`config.mk`:
```
export PLATFORM = sky130hd
export DESIGN_NAME = cpu_controller_flat
export DESIGN_NICKNAME = d
export VERILOG_FILES = /design/src/rtl/cpu_controller_if.sv /design/src/rtl/cpu_controller.sv /design/src/flat_wrapper.sv
export SDC_FILE = /design/constraint.sdc
export NUM_CORES = 1
export LEC_CHECK = 0
export ABC_AREA = 0
export ABC_CLOCK_PERIOD_IN_PS = 1520
export CAP_MARGIN = 20
export CORE_MARGIN = 3
export CORE_UTILIZATION = 25
export DETAILED_ROUTE_END_ITERATION = 6
export GPL_ROUTABILITY_DRIVEN = 0
export PLACE_DENSITY = 0.57
export SLEW_MARGIN = 20
export SYNTH_ARGS = -nofsm -noshare
export SYNTH_HDL_FRONTEND = slang
export SYNTH_SLANG_ARGS = --single-unit
```
`constraint.sdc`:
```
create_clock -name clk -period 1.52 [get_ports clk]
set_input_delay 0.304 -clock clk [delete_from_list [all_inputs] [get_ports clk]]
set_output_delay 0.304 -clock clk [all_outputs]
set_load 0.05 [all_outputs]
```
`src/rtl/cpu_controller_if.sv`:
```
// Controller-to-decoder/datapath bundle for the 16-bit RISC core.
// master = controller, slave = top level / datapath side.
interface cpu_controller_if;
  logic       s;
  logic [2:0] opcode;
  logic [1:0] op;
  logic [2:0] nsel;
  logic [1:0] vsel;
  logic       loada;
  logic       loadb;
  logic       loadc;
  logic       loads;
  logic       asel;
  logic       bsel;
  logic       write;
  logic       w;

  modport master (
    input  s, opcode, op,
    output nsel, vsel, loada, loadb, loadc,
    output loads, asel, bsel, write, w
  );

  modport slave (
    output s, opcode, op,
    input  nsel, vsel, loada, loadb, loadc,
    input  loads, asel, bsel, write, w
  );
endinterface

```
`src/rtl/cpu_controller.sv`:
```
// Moore FSM sequencing the register-file/ALU datapath,
// one instruction at a time; outputs registered from next state.
module cpu_controller (
  input  logic             clk,
  input  logic             reset,
  cpu_controller_if.master bus
);

  typedef enum logic [3:0] {
    WAIT,
    DECODE,
    WRITE_IMM,
    GET_A,
    GET_B,
    ALU_AB,
    ALU_B,
    CMP,
    WRITE_REG
  } state_t;

  state_t     state;
  state_t     nxt;
  logic [4:0] ins;

  assign ins = {bus.opcode, bus.op};

  // Next-state selection; reset overrides everything.
  always_comb begin
    nxt = state;
    case (state)
      WAIT:      nxt = bus.s ? DECODE : WAIT;
      DECODE: begin
        case (ins)
          5'b110_10: nxt = WRITE_IMM;
          5'b110_00: nxt = GET_B;
          5'b101_00: nxt = GET_A;
          5'b101_01: nxt = GET_A;
          5'b101_10: nxt = GET_A;
          5'b101_11: nxt = GET_B;
          default:   nxt = WAIT;
        endcase
      end
      WRITE_IMM: nxt = WAIT;
      GET_A:     nxt = GET_B;
      GET_B: begin
        if (bus.opcode == 3'b110 || bus.op == 2'b11)
          nxt = ALU_B;
        else if (bus.op == 2'b01)
          nxt = CMP;
        else
          nxt = ALU_AB;
      end
      ALU_AB:    nxt = WRITE_REG;
      ALU_B:     nxt = WRITE_REG;
      CMP:       nxt = WAIT;
      WRITE_REG: nxt = WAIT;
      default:   nxt = WAIT;
    endcase
    if (reset) nxt = WAIT;
  end

  // State register plus outputs decoded from the state being entered,
  // so every strobe is a flop and a pure function of the state.
  always_ff @(posedge clk) begin
    state     <= nxt;
    bus.nsel  <= 3'b000;
    bus.vsel  <= 2'b00;
    bus.loada <= 1'b0;
    bus.loadb <= 1'b0;
    bus.loadc <= 1'b0;
    bus.loads <= 1'b0;
    bus.asel  <= 1'b0;
    bus.bsel  <= 1'b0;
    bus.write <= 1'b0;
    bus.w     <= 1'b0;
    case (nxt)
      WAIT:      bus.w <= 1'b1;
      WRITE_IMM: begin
        bus.nsel  <= 3'b001;
        bus.vsel  <= 2'b10;
        bus.write <= 1'b1;
      end
      GET_A: begin
        bus.nsel  <= 3'b001;
        bus.loada <= 1'b1;
      end
      GET_B: begin
        bus.nsel  <= 3'b100;
        bus.loadb <= 1'b1;
      end
      ALU_AB:    bus.loadc <= 1'b1;
      ALU_B: begin
        bus.loadc <= 1'b1;
        bus.asel  <= 1'b1;
      end
      CMP:       bus.loads <= 1'b1;
      WRITE_REG: begin
        bus.nsel  <= 3'b010;
        bus.write <= 1'b1;
      end
      default: ;
    endcase
  end

endmodule

```
`src/flat_wrapper.sv`:
```
// flat-port wrapper written by rule: the top's interface ports become plain ports
module cpu_controller_flat 
  (clk, reset, bus_s, bus_opcode, bus_op, bus_nsel, bus_vsel, bus_loada, bus_loadb, bus_loadc, bus_loads, bus_asel, bus_bsel, bus_write, bus_w);
  cpu_controller_if bus_i ();
  input  logic clk;
  input  logic reset;
  input wire logic [$bits(bus_i.s)-1:0] bus_s;
  input wire logic [$bits(bus_i.opcode)-1:0] bus_opcode;
  input wire logic [$bits(bus_i.op)-1:0] bus_op;
  output wire logic [$bits(bus_i.nsel)-1:0] bus_nsel;
  output wire logic [$bits(bus_i.vsel)-1:0] bus_vsel;
  output wire logic [$bits(bus_i.loada)-1:0] bus_loada;
  output wire logic [$bits(bus_i.loadb)-1:0] bus_loadb;
  output wire logic [$bits(bus_i.loadc)-1:0] bus_loadc;
  output wire logic [$bits(bus_i.loads)-1:0] bus_loads;
  output wire logic [$bits(bus_i.asel)-1:0] bus_asel;
  output wire logic [$bits(bus_i.bsel)-1:0] bus_bsel;
  output wire logic [$bits(bus_i.write)-1:0] bus_write;
  output wire logic [$bits(bus_i.w)-1:0] bus_w;
  assign bus_i.s = bus_s;
  assign bus_i.opcode = bus_opcode;
  assign bus_i.op = bus_op;
  assign bus_nsel = bus_i.nsel;
  assign bus_vsel = bus_i.vsel;
  assign bus_loada = bus_i.loada;
  assign bus_loadb = bus_i.loadb;
  assign bus_loadc = bus_i.loadc;
  assign bus_loads = bus_i.loads;
  assign bus_asel = bus_i.asel;
  assign bus_bsel = bus_i.bsel;
  assign bus_write = bus_i.write;
  assign bus_w = bus_i.w;
  cpu_controller u_core (.clk(clk), .reset(reset), .bus(bus_i));
endmodule
```
Word level (Yosys, flattened, before mapping)
Cells that the tools add are included.
Storage, ports and cells
  register bits after elaboration: 16
  word-level logic and storage cells: 55
  output and inout port bits: 13
  input bits: 8
Cells by class
  equal/unequal tests: 21
  mux-type cells: 15
  reductions and logical operators: 9
Operators with widths (count)
  == test 5 bit, second input constant: 6
  == test 4 x 3 -> 1 bit, second input constant: 7
  case mux 4 bit (5 select lines): 1
  case mux 3 bit (3 select lines): 2
  == test 4 x 2 -> 1 bit, second input constant: 3
  OR reduction 2 bit: 5
  logical NOT 4 bit: 2
  2-to-1 mux 1 bit: 8
  2-to-1 mux 4 bit: 2
  == test 4 x 1 -> 1 bit, second input constant: 1
  == test 4 bit, second input constant: 1
  2-to-1 mux 2 bit: 2
  == test 3 bit, second input constant: 1
  OR reduction 3 bit: 1
  == test 2 x 1 -> 1 bit, second input constant: 1
  == test 2 bit, second input constant: 1
  logical OR 1 bit: 1

Depth between registers and ports, before layout
Gate-level depths: netlist of run 1.
  depth after elaboration: 8
  depth in mapped cells: 6

Worst setup path after synthesis of run 1
OpenSTA, ideal clock, no wires.
  path type: register -> register
  start: register u_core.state[0]
  end: register u_core.bus.loadc
  path buffers: 1
  slack: 0.047 ns
  stages on the path, launching flop included: 7
  arrival time: 1.344 ns
  period minus slack after synthesis: 1.473 ns
  cells stage by stage: dfxtp_1 buf_6 or4b_1 a21o_1 o21a_1 xnor2_1 nor2_1
Between the ends
  cells in the longest elaborated chain, start to end: 7
  elaborated cells on any way between the ends: 13
  classes of those cells: 7 x eq/ne; 3 x mux; 3 x reduce/logical
Ends and longest elaborated chain
  start, declared: RTL line cpu_controller.sv:21  | state_t state;
  start signal, assigned: RTL line cpu_controller.sv:65  | state <= nxt;
  == test 4 x 3 -> 1 bit: RTL line cpu_controller.sv:30  | case (state)
  OR reduction 2 bit (no source line)
  case mux 4 bit (5 select lines) *: RTL line cpu_controller.sv:30
  2-to-1 mux 4 bit *: RTL line cpu_controller.sv:59  | if (reset) nxt = WAIT;
  == test 4 x 3 -> 1 bit: RTL line cpu_controller.sv:76  | case (nxt)
  OR reduction 2 bit (no source line) *
  2-to-1 mux 1 bit *: RTL line cpu_controller.sv:76
  end signal, assigned: RTL line cpu_controller.sv:70  | bus.loadc <= 1'b0;
  end signal, assigned: RTL line cpu_controller.sv:91  | ALU_AB: bus.loadc <= 1'b1;
  end signal, assigned: RTL line cpu_controller.sv:93  | bus.loadc <= 1'b1;
  end, declared: RTL line cpu_controller_if.sv:20  | output nsel, vsel, loada, loadb, loadc,
Every way passes the cells marked *; elsewhere a longest branch is shown, timed or not.

Final worst setup path of run 1
  start: register u_core.state[2]
  end: register u_core.bus.write
Between the ends
  cells in the longest elaborated chain, start to end: 7
  elaborated cells on any way between the ends: 13
  classes of those cells: 7 x eq/ne; 3 x mux; 3 x reduce/logical
Ends and longest elaborated chain
  == test 4 x 3 -> 1 bit: RTL line cpu_controller.sv:30
  OR reduction 2 bit (no source line)
  case mux 4 bit (5 select lines) *: RTL line cpu_controller.sv:30
  2-to-1 mux 4 bit *: RTL line cpu_controller.sv:59
  named net u_core.nxt[2]: RTL line cpu_controller.sv:22  | state_t nxt;
  == test 4 x 2 -> 1 bit or == test 4 bit (tied branches): RTL line cpu_controller.sv:76
  OR reduction 2 bit (no source line) *
  2-to-1 mux 1 bit *: RTL line cpu_controller.sv:76
  end signal, assigned: RTL line cpu_controller.sv:74  | bus.write <= 1'b0;
  end signal, assigned: RTL line cpu_controller.sv:81  | bus.write <= 1'b1;
  end signal, assigned: RTL line cpu_controller.sv:99  | bus.write <= 1'b1;
  end, declared: RTL line cpu_controller_if.sv:21  | output loads, asel, bsel, write, w
The timed path passes the listed nets; every way through them passes the cells marked *.

==> metrics, run 1 <==
worst clock skew 8.32 ps; Crit. End Element register; RSZ-0062 raised after global routing true; FMAX 669 MHz; largest net degree at the start of global routing 11; pwr/cell area 719 mW/mm²; Critical-path top delay cell or3_4; yosys warns 0; initial antenna violation count 0; Place WS -485 ps; post-route cell area 0.00109 mm²; met1 global-route usage 0.109; Max Slew Vio Count 0; CP Launch Type register; Antenna Nets Post-Route 0; I/O Pins 21; P&R area growth vs syn 58.2%; Die H 58.6 µm; port buffer count 18; clock tree buffer depth 2; crit-path max cell delay 400 ps; Setup TNS Final 0 ps; Cell variety after synth 37; GR Util met3 0.0351; synthesized area per cell 9.87 µm²; critical path peak fanout 10; Area after DPL 0.00101 mm²; fin nets 110; later-pin clock latency in the skew report 290 ps; Final min period 1490 ps; hold slack 510 ps; Pre-antenna DRT Iters 2; # H-tree levels 1; Routed wire per std cell 11.0 µm; met2 usage in global routing 0.155; GR peak layer met2; Antenna Cells 0; vias per inst 4.55; Num CTS Buffers 3; share of layout cells above drive strength 1 0.446; first-pass GRT wire length 2420 µm; Setup WS post-layout 25.5 ps; chip width 58.6 µm; Clock Pin Slew Worst Setup and Hold Paths 90 ps; Hold Buf Count CTS 0; max-cap viol count 0; status completed; CTS tree yes; Residual DRC 0; Max IR drop VDD 0.478 mV; area of the core 0.00254 mm²; Post-Route WL 1440 µm; vias in the first global route 556; final setup vio count 0; Die Footprint 0.00343 mm²; CP arrival 1680 ps; filler cell count in the final layout 253; fin crit share 0.983; clock sink count 15; Syn Std Cell Area 691 µm²; Site Rows 18; Pleak 0.494 nW; Worst Hold Class in2reg; CP cell instances buf_4, or3_4, a211oi_2, a31oi_2, inv_2, o21bai_2; Final HPWL DP 1160 µm; GRT Resource Usage Total 0.0927; final hold vios 0; vias 596; Initial Util 0.271; Seq/Total Area, Yosys 0.435; Mapped Cells 70; GR Overflow Total 0; post-synthesis register bit count 15; First DRT Iteration DRCs 11; Worst Path Required 1710 ps; CTS root buffer clkbuf_4; Tot Pwr 785 µW; critical path type reg2reg
-- cell usage in the layout (no fill, tap or decap), types with 2 or more instances in the layout --
master	Yosys	final
buf_4	3	15
dfxtp_1	15	14
nor2_1	9	8
buf_12	0	7
dlygate4sd2_1	0	5
inv_1	3	3
clkbuf_4	0	3
o21ai_2	1	2
xor2_1	2	2
and3_1	2	2
a21oi_1	2	2
conb_1	1	2
clkdlybuf4s50_1	0	2
-- routing by layer --
metal,share of wire,vias up
met5,0,-
met4,0.0083,0
met3,0.056,3
met2,0.49,13
met1,0.44,273
li1,-,307
-- path summary, 6_finish.rpt --
kind / end / slack (ps) / startpoint / cells after the start
min reg2reg: u_core.bus.nsel[1]$_DFF_P_ / 670 / u_core.state[2]$_DFF_P_ / 2
min: u_core.bus.nsel[2]$_DFF_P_ / 510 / bus_opcode[2] / 3
max: u_core.bus.write$_DFF_P_ / 30 / u_core.state[2]$_DFF_P_ / 6
max reg2reg: u_core.bus.write$_DFF_P_ / 30 / u_core.state[2]$_DFF_P_ / 6
-- cell usage after synthesis, drive strengths merged --
cell type,count,area share
a211oi,2,0.029
a21o,1,0.011
a21oi,2,0.014
a31oi,2,0.018
and2b,1,0.013
and3,2,0.018
and3b,1,0.013
and4b,1,0.014
buf,4,0.049
conb,1,0.0054
dfxtp,15,0.43
inv,4,0.022
nand2,3,0.027
nand2b,1,0.013
nand3,1,0.0072
nand3b,1,0.011
nand4,1,0.0091
nor2,9,0.049
nor2b,2,0.018
nor3,1,0.0072
nor3b,1,0.018
nor4b,1,0.013
o211a,1,0.014
o21a,1,0.011
o21ai,3,0.027
o21bai,1,0.016
o32ai,1,0.040
o41a,1,0.016
or3,1,0.0091
or4b,1,0.014
xnor2,1,0.013
xor2,2,0.025
-- where the power goes --
| part | switching, mW | internal [mW] |
|---|---|---|
| registers | 0.00496 | 0.400 |
| logic | 0.0828 | 0.0712 |
| clock network | 0.128 | 0.0978 |
| total | 0.216 | 0.569 |
-- stage by stage --
step	instances	utilization
final	131	0.429
after global routing	131	0.429
after CTS	131	0.421
after detailed placement	124	0.395
after global placement	124	0.395
after floorplan	71	-
-- worst max-delay path, delay by kind of cell, from the launching register on --
family / cells / cell delay, ps
flip-flops: 1 / 320
AND/OR/NAND/NOR: 1 / 400
AO/OA/AOI/OAI: 3 / 420
buffers and inverters: 2 / 260
-- repair_timing --
item | 4_1_cts | 5_1_grt
pin swaps | 3 | 3
gates resized for setup | 9 | 7
setup endpoints to repair | 7 | 7
setup buffers | 3 | 0
-- registers in the layout, indices dropped and copies added, names as in the netlist --
signal and count:
u_core.bus.asel 1, u_core.bus.loada 1, u_core.bus.loadb 1, u_core.bus.loadc 1, u_core.bus.loads 1, u_core.bus.nsel 3
u_core.bus.vsel 1, u_core.bus.w 1, u_core.bus.write 1, u_core.state 4
-- cell type report --
| class | instances | area (µm²) | share of cell area |
|---|---|---|---|
| flip-flops and latches | 15 | 302 | 0.276 |
| clock buffers | 3 | 22.5 | 0.0206 |
| clock inverters | 1 | 5.00 | 0.00458 |
| well taps | 30 | 37.5 | 0.0344 |
| repair buffers | 30 | 328 | 0.300 |
| inverters | 4 | 15.0 | 0.0137 |
| multi-input cells | 48 | 383 | 0.351 |
-- kinds of logic (layout without fill, tap and decap cells) --
| family | after synthesis | count (layout) | synth area share |
|---|---|---|---|
| other cells | 1 | 2 | 0.00543 |
| xor+xnor | 3 | 3 | 0.0381 |
| simple gates | 28 | 28 | 0.254 |
| compound gates | 15 | 15 | 0.197 |
| buf+inv | 8 | 38 | 0.0706 |
| flops | 15 | 15 | 0.435 |
No activity file was read; power rests on OpenSTA's default activity.
==> run 2, diff against run 1 <==
- CORE_UTILIZATION: 25 -> 40
- PLACE_DENSITY: 0.57 -> 0.8
==> metrics, run 2 (synthesized netlist as in run 1, its figures left out) <==
biggest regs u_core.state x4, u_core.bus.nsel x3 (unchanged); Logic pwr share 0.201 (was 0.196); vias in the first global route 629 (was 556); initial antenna violation count 0 (unchanged); CP arrival 1740 ps (was 1680 ps); worst hold start bus_opcode[2] (unchanged); worst clock skew 5.70 ps (was 8.32 ps); first-pass GRT wire length 2780 µm (was 2420 µm); critical path peak fanout 2 (was 10); First DRT Iteration DRCs 10 (was 11); Sw Share 0.282 (was 0.275); Die H 47.6 µm (was 58.6 µm); internal cell power 573 µW (was 569 µW); Net Switching 225 µW (was 216 µW); RSZ-0062 raised after global routing true (unchanged); commonest cells after routing, fill and taps aside 19 x buf_4, 13 x dfxtp_1, 9 x nor2_1, 5 x dlygate4sd2_1, 5 x buf_12 (was 15 x buf_4, 14 x dfxtp_1, 8 x nor2_1, 7 x buf_12, 5 x dlygate4sd2_1); area of the core 0.00156 mm² (was 0.00254 mm²); most common cell after layout, fill and taps aside buf_4 (unchanged); Num CTS Buffers 3 (unchanged); fin nets 112 (was 110); CTS root buffer clkbuf_4 (unchanged); family with the most delay on the worst path simple AND/OR/NAND/NOR gates (was compound AO/OA/AOI/OAI gates); Clock Pin Slew Worst Setup and Hold Paths 90 ps (about the same); vias per inst 5.20 (was 4.55); clock sink count 15 (unchanged); chip width 47.6 µm (was 58.6 µm); share of layout cells above drive strength 1 0.427 (was 0.446); # H-tree levels 1 (unchanged); Hold Buf Count CTS 0 (unchanged); Site Rows 14 (was 18); clock tree buffer depth 2 (unchanged); CP cell instances or4b_1, a21o_1, o21a_1, xnor2_1, nor2_1 (was buf_4, or3_4, a211oi_2, a31oi_2, inv_2, o21bai_2); RR Startpoint u_core.state[3]$_DFF_P_ (was u_core.state[2]$_DFF_P_); Worst Hold Class in2reg (unchanged); final setup vio count 2 (was 0); crit-path max cell delay 530 ps (was 400 ps); Non-Filler Instances 119 (was 131); vias 619 (was 596); port buffer count 18 (unchanged); P&R area growth vs syn 54.9% (was 58.2%); CP bufs+invs 0 (was 2); FMAX 639 MHz (was 669 MHz); fin crit share 1.03 (was 0.983); Setup WS post-layout -44.5 ps (was 25.5 ps); GRT Resource Usage Total 0.182 (was 0.0927); final hold vios 0 (unchanged); status finished, violations left (was completed); max FFs per register 4 (unchanged); Residual DRC 0 (unchanged); failing checks negative setup slack; critical path type reg2reg (unchanged); pwr/cell area 746 mW/mm² (was 719 mW/mm²); Max Slew Vio Count 0 (unchanged); largest reg by FF count u_core.state (unchanged); Die Footprint 0.00226 mm² (was 0.00343 mm²); Initial Util 0.443 (was 0.271); Worst Path Required 1700 ps (was 1710 ps); Critical-path top delay cell or4b_1 (was or3_4); Max IR drop VDD 0.475 mV (was 0.478 mV); Pleak 0.488 nW (was 0.494 nW); Crit. End Element register (unchanged); Final min period 1560 ps (was 1490 ps); CP Launch Type register (unchanged); dpl cells 112 (was 124); Final HPWL DP 1310 µm (was 1160 µm); largest net degree at the start of global routing 9 (was 11); max-cap viol count 0 (unchanged); CTS tree yes (unchanged); Post-Route WL 1770 µm (was 1440 µm); Clock power frac 0.293 (was 0.288); Setup TNS Final -49.0 ps (was 0 ps); I/O Pins 21 (unchanged); Pre-antenna DRT Iters 4 (was 2); Antenna Nets Post-Route 0 (unchanged); Routed wire per std cell 14.9 µm (was 11.0 µm); later-pin clock latency in the skew report 290 ps (about the same); Antenna Cells 0 (unchanged); Critical Path Start u_core.state[3]$_DFF_P_ (was u_core.state[2]$_DFF_P_); GR Overflow Total 0 (unchanged); Reg power frac 0.506 (was 0.516)
## run 2: metal layers
metal	wire (µm)	GRT usage	part of all wire
met1	753	0.197	0.42
met2	915	0.313	0.52
met3	65	0.0752	0.037
met4	40	0.0753	0.023
met5	0	0	0
## run 2: timing repair
item / CTS / global route
setup endpoints to repair: 8 / 7
pin swaps: 5 / 4
gates resized for setup: 12 / 4
setup buffers: 2 / 1
cloned: 0 / 0
## run 2: area by class of cell
class                           count  area [µm²]
Fill cell                         114         489
Multi-Input combinational cell     48         385
Timing Repair Buffer               32         318
Sequential cell                    15         305
Clock buffer                        4        26.3
Tap cell                           16        20.0
Inverter                            4        15.0
## run 2: power by group through the flow
stage | sequential, mW | combinational (mW) | clock (mW)
after floorplan | 0.428 | 0.0738 | 0
after global placement | 0.414 | 0.147 | 0
after detailed placement | 0.415 | 0.151 | 0
after CTS | 0.404 | 0.151 | 0.238
after global routing | 0.404 | 0.172 | 0.252
final | 0.404 | 0.161 | 0.234
## run 2: path summary, 6_finish.rpt
path / endpoint / slack (ps) / cells past startpoint
hold / removal: u_core.bus.loadb$_DFF_P_ / 510 / 3
setup reg to reg: u_core.bus.loadc$_DFF_P_ / -40 / 5
hold reg to reg: u_core.bus.nsel[1]$_DFF_P_ / 660 / 2
setup / recovery: u_core.bus.loadc$_DFF_P_ / -40 / 5
## run 2: worst register-to-register path: cells and delay by family, from the launching register on
kind | cells | cell delay (ps)
AND/OR/NAND/NOR | 2 | 600
flip-flops | 1 | 340
XOR/XNOR | 1 | 160
AO/OA/AOI/OAI | 2 | 360
## run 2: metrics by stage
step / hold WS (ps) / power (mW) / utilization / setup WS [ps] / cell area (µm²)
3_5_place_dp: 661 / 0.565 / 0.628 / -554 / 978
5_1_grt: 535 / 0.829 / 0.686 / -88.5 / 1070
4_1_cts: 483 / 0.793 / 0.666 / -65.4 / 1040
6_report: 510 / 0.798 / 0.686 / -44.5 / 1070
3_3_place_gp: 638 / 0.561 / 0.628 / -403 / 978
2_1_floorplan: 383 / 0.502 / - / 46.7 / 694
==> patch (flow settings as in run 2) <==
The 9 states of `state_t` get a Gray code encoding in 4 bits.
--- a/src/rtl/cpu_controller.sv
+++ b/src/rtl/cpu_controller.sv
@@ -8,13 +8,13 @@
 
   typedef enum logic [3:0] {
-    WAIT,
-    DECODE,
-    WRITE_IMM,
-    GET_A,
-    GET_B,
-    ALU_AB,
-    ALU_B,
-    CMP,
-    WRITE_REG
+    WAIT      = 4'b0000,
+    DECODE    = 4'b0001,
+    WRITE_IMM = 4'b0011,
+    GET_A     = 4'b0010,
+    GET_B     = 4'b0110,
+    ALU_AB    = 4'b0111,
+    ALU_B     = 4'b0101,
+    CMP       = 4'b0100,
+    WRITE_REG = 4'b1100
   } state_t;
 
Formal check against the unedited RTL: same outputs for any inputs over 10 cycles, from zero or initial values; not proved beyond that.
==> patch against run 2 <==
- the flow still finishes with violations (setup timing)
- routed wire length grew 7.9%
- synthesized area shrank 3.3%
- sequential cell count unchanged
- clock power fell by 9.0%
- sequential power is 2% higher
- worst setup slack lost 190 ps
- design area grew 9.8%
- largest power group unchanged
- combinational power increased by 34%
- largest cell class unchanged
- total power up 5.3%
==> patch: results (changes against run 2) <==
status = complete, but fails checks
violated checks = setup timing
Worst-path clk slew = 90 ps (about the same)
DRT Wirelength = 1920 um (+7.9%)
fillers = 106 (-7.0%)
CTS root buffer = clkbuf_4
DR iter-0 viols = 23 (+13)
worst setup path startpoint = u_core.state[2]
crit-path leading delay family = compound AO/OA/AOI/OAI gates
ys async rst share = 0% (unchanged)
hold_sp = bus_op[1]
pin count of the biggest net entering global routing = 11 (+2)
layout cell share with drive strength beyond 1 = 62.5% (+20 points)
hold depth = 4 (+1)
r2r endpoint = u_core.bus.write
ANT cells = 0 (unchanged)
dpl ws = -415 ps (+139 ps)
worst vdd ir = 0.732 mV (+54%)
leakage = 0.528 nW (+8.3%)
Routed WL per cell = 16.0 um (+7.0%)
total CTS buffers = 3 (unchanged)
number of global-route vias before repair = 586 (-6.8%)
Final HPWL DP = 1170 um (-11%)
All-Layer GR Usage = 15.7% (-2.5 points)
Placed Cells incl. Taps = 110 (-1.8%)
Worst Hold Class = in2reg
cells after synthesis = 62 (-11%)
worst hold margin = 632 ps (+122 ps)
CP Max Fanout = 6 (+4)
IO buf count = 18 (unchanged)
post-synthesis sequential area ratio = 44.9% (+1.5 points)
worst setup margin = -231 ps (-186 ps)
clk_skew = 7.20 ps (+1.50 ps)
hold buffers post-CTS = 0 (unchanged)
synth cell count leaders = dfxtp_1 (15), buf_4 (3), inv_1 (3), nor2_1 (3), nor4b_1 (3)
global-route wire length before repair = 2480 um (-11%)
biggest regs = u_core.state (4), u_core.bus.nsel (3)
Yosys cell types = 34 (-8.1%)
yosys warns = 0 (unchanged)
Worst path max stage delay = 520 ps
vias per std cell = 5.57 (+7.0%)
H-Tree Level Count = 1 (unchanged)
ranking of synthesized cells by area = dfxtp_1 (45%), nor4b_1 (3.9%), buf_4 (3.4%)
Worst EP arrival = 1950 ps (+210 ps)
final setup fails = 10 (+8)
hold endpoint = u_core.bus.loada
R2R depth = 5 (unchanged)
clk buf depth = 2 (unchanged)
DRT Pass-1 Iters = 4 (unchanged)
Worst path slowest cell = or4b_4
antenna violations before repair = 0 (unchanged)
Worst-Skew Late Latency = 280 ps
## patch: cell count changes in the layout (fill, tap and decap cells not counted), sizes merged, moves of 3 or more
cell,run 2,this run
and4,0,3
buf,25,33
dlygate4sd2,5,1
dlymetal6s2s,0,3
nor2,9,3
o21ai,3,0
## patch: what timing repair did
item                       4_1_cts  5_1_grt
resized for setup                6       20
pin swaps                        4        2
cloned                           0        1
setup endpoints to repair       10       12
setup buffers                    2        3
## patch: area by class of cell
type	instances	share of cell area, %
Clock buffer	3	1.92
Sequential cell	15	25.9
Multi-Input combinational cell	42	39.1
Inverter	3	0.958
Tap cell	16	1.70
Timing Repair Buffer	40	30.0
Clock inverter	1	0.426
## patch: how the worst max path moves through the flow
stage                               to  slack [ps]  cells past startpoint
floorplan             u_core.bus.loads        -120                      4
global placement    u_core.bus.nsel[2]        -350                      7
detailed placement  u_core.bus.nsel[2]        -420                      7
CTS                   u_core.bus.write        -190                      5
global route        u_core.bus.vsel[1]        -280                      5
finish                u_core.bus.write        -230                      5
## patch: through the flow
step	TNS [ps]	area, sq um	power, mW
finish	-1590	1170	0.840
global route	-2050	1170	0.887
CTS	-989	1050	0.821
detailed placement	-4330	988	0.595
global placement	-3810	988	0.590
floorplan	-466	693	0.520
## patch: kinds of logic (layout without fill, tap and decap cells)
kind of cell	after synthesis	after routing	share of synthesized area, %
flip-flops	15	15	44.9
AO/OA/AOI/OAI	14	14	21.5
AND/OR/NAND/NOR	26	26	27.9
other	1	2	0.561
buffers and inverters	6	47	5.06
## patch: worst reg2reg max path, cell delays in order, from the launching register on
cell and delay, ps:
dfxtp_2 340, or4b_4 520, o31ai_4 330, a221oi_4 150
buf_4 170, o31ai_4 160
## patch: report_power, final
group	internal (mW)	switching, mW
Combinational	0.0989	0.117
Sequential	0.405	0.00596
Clock	0.0975	0.116
## patch: per-layer routing
metal	routed length [um]	global-route usage, %	part of all wire (%)	vias up
li1	-	-	-	319
met2	1030	30.4	54	26
met5	0	0	0	-
met4	10	0	0.52	0
met3	139	7.28	7.3	2
met1	737	16.4	38	321
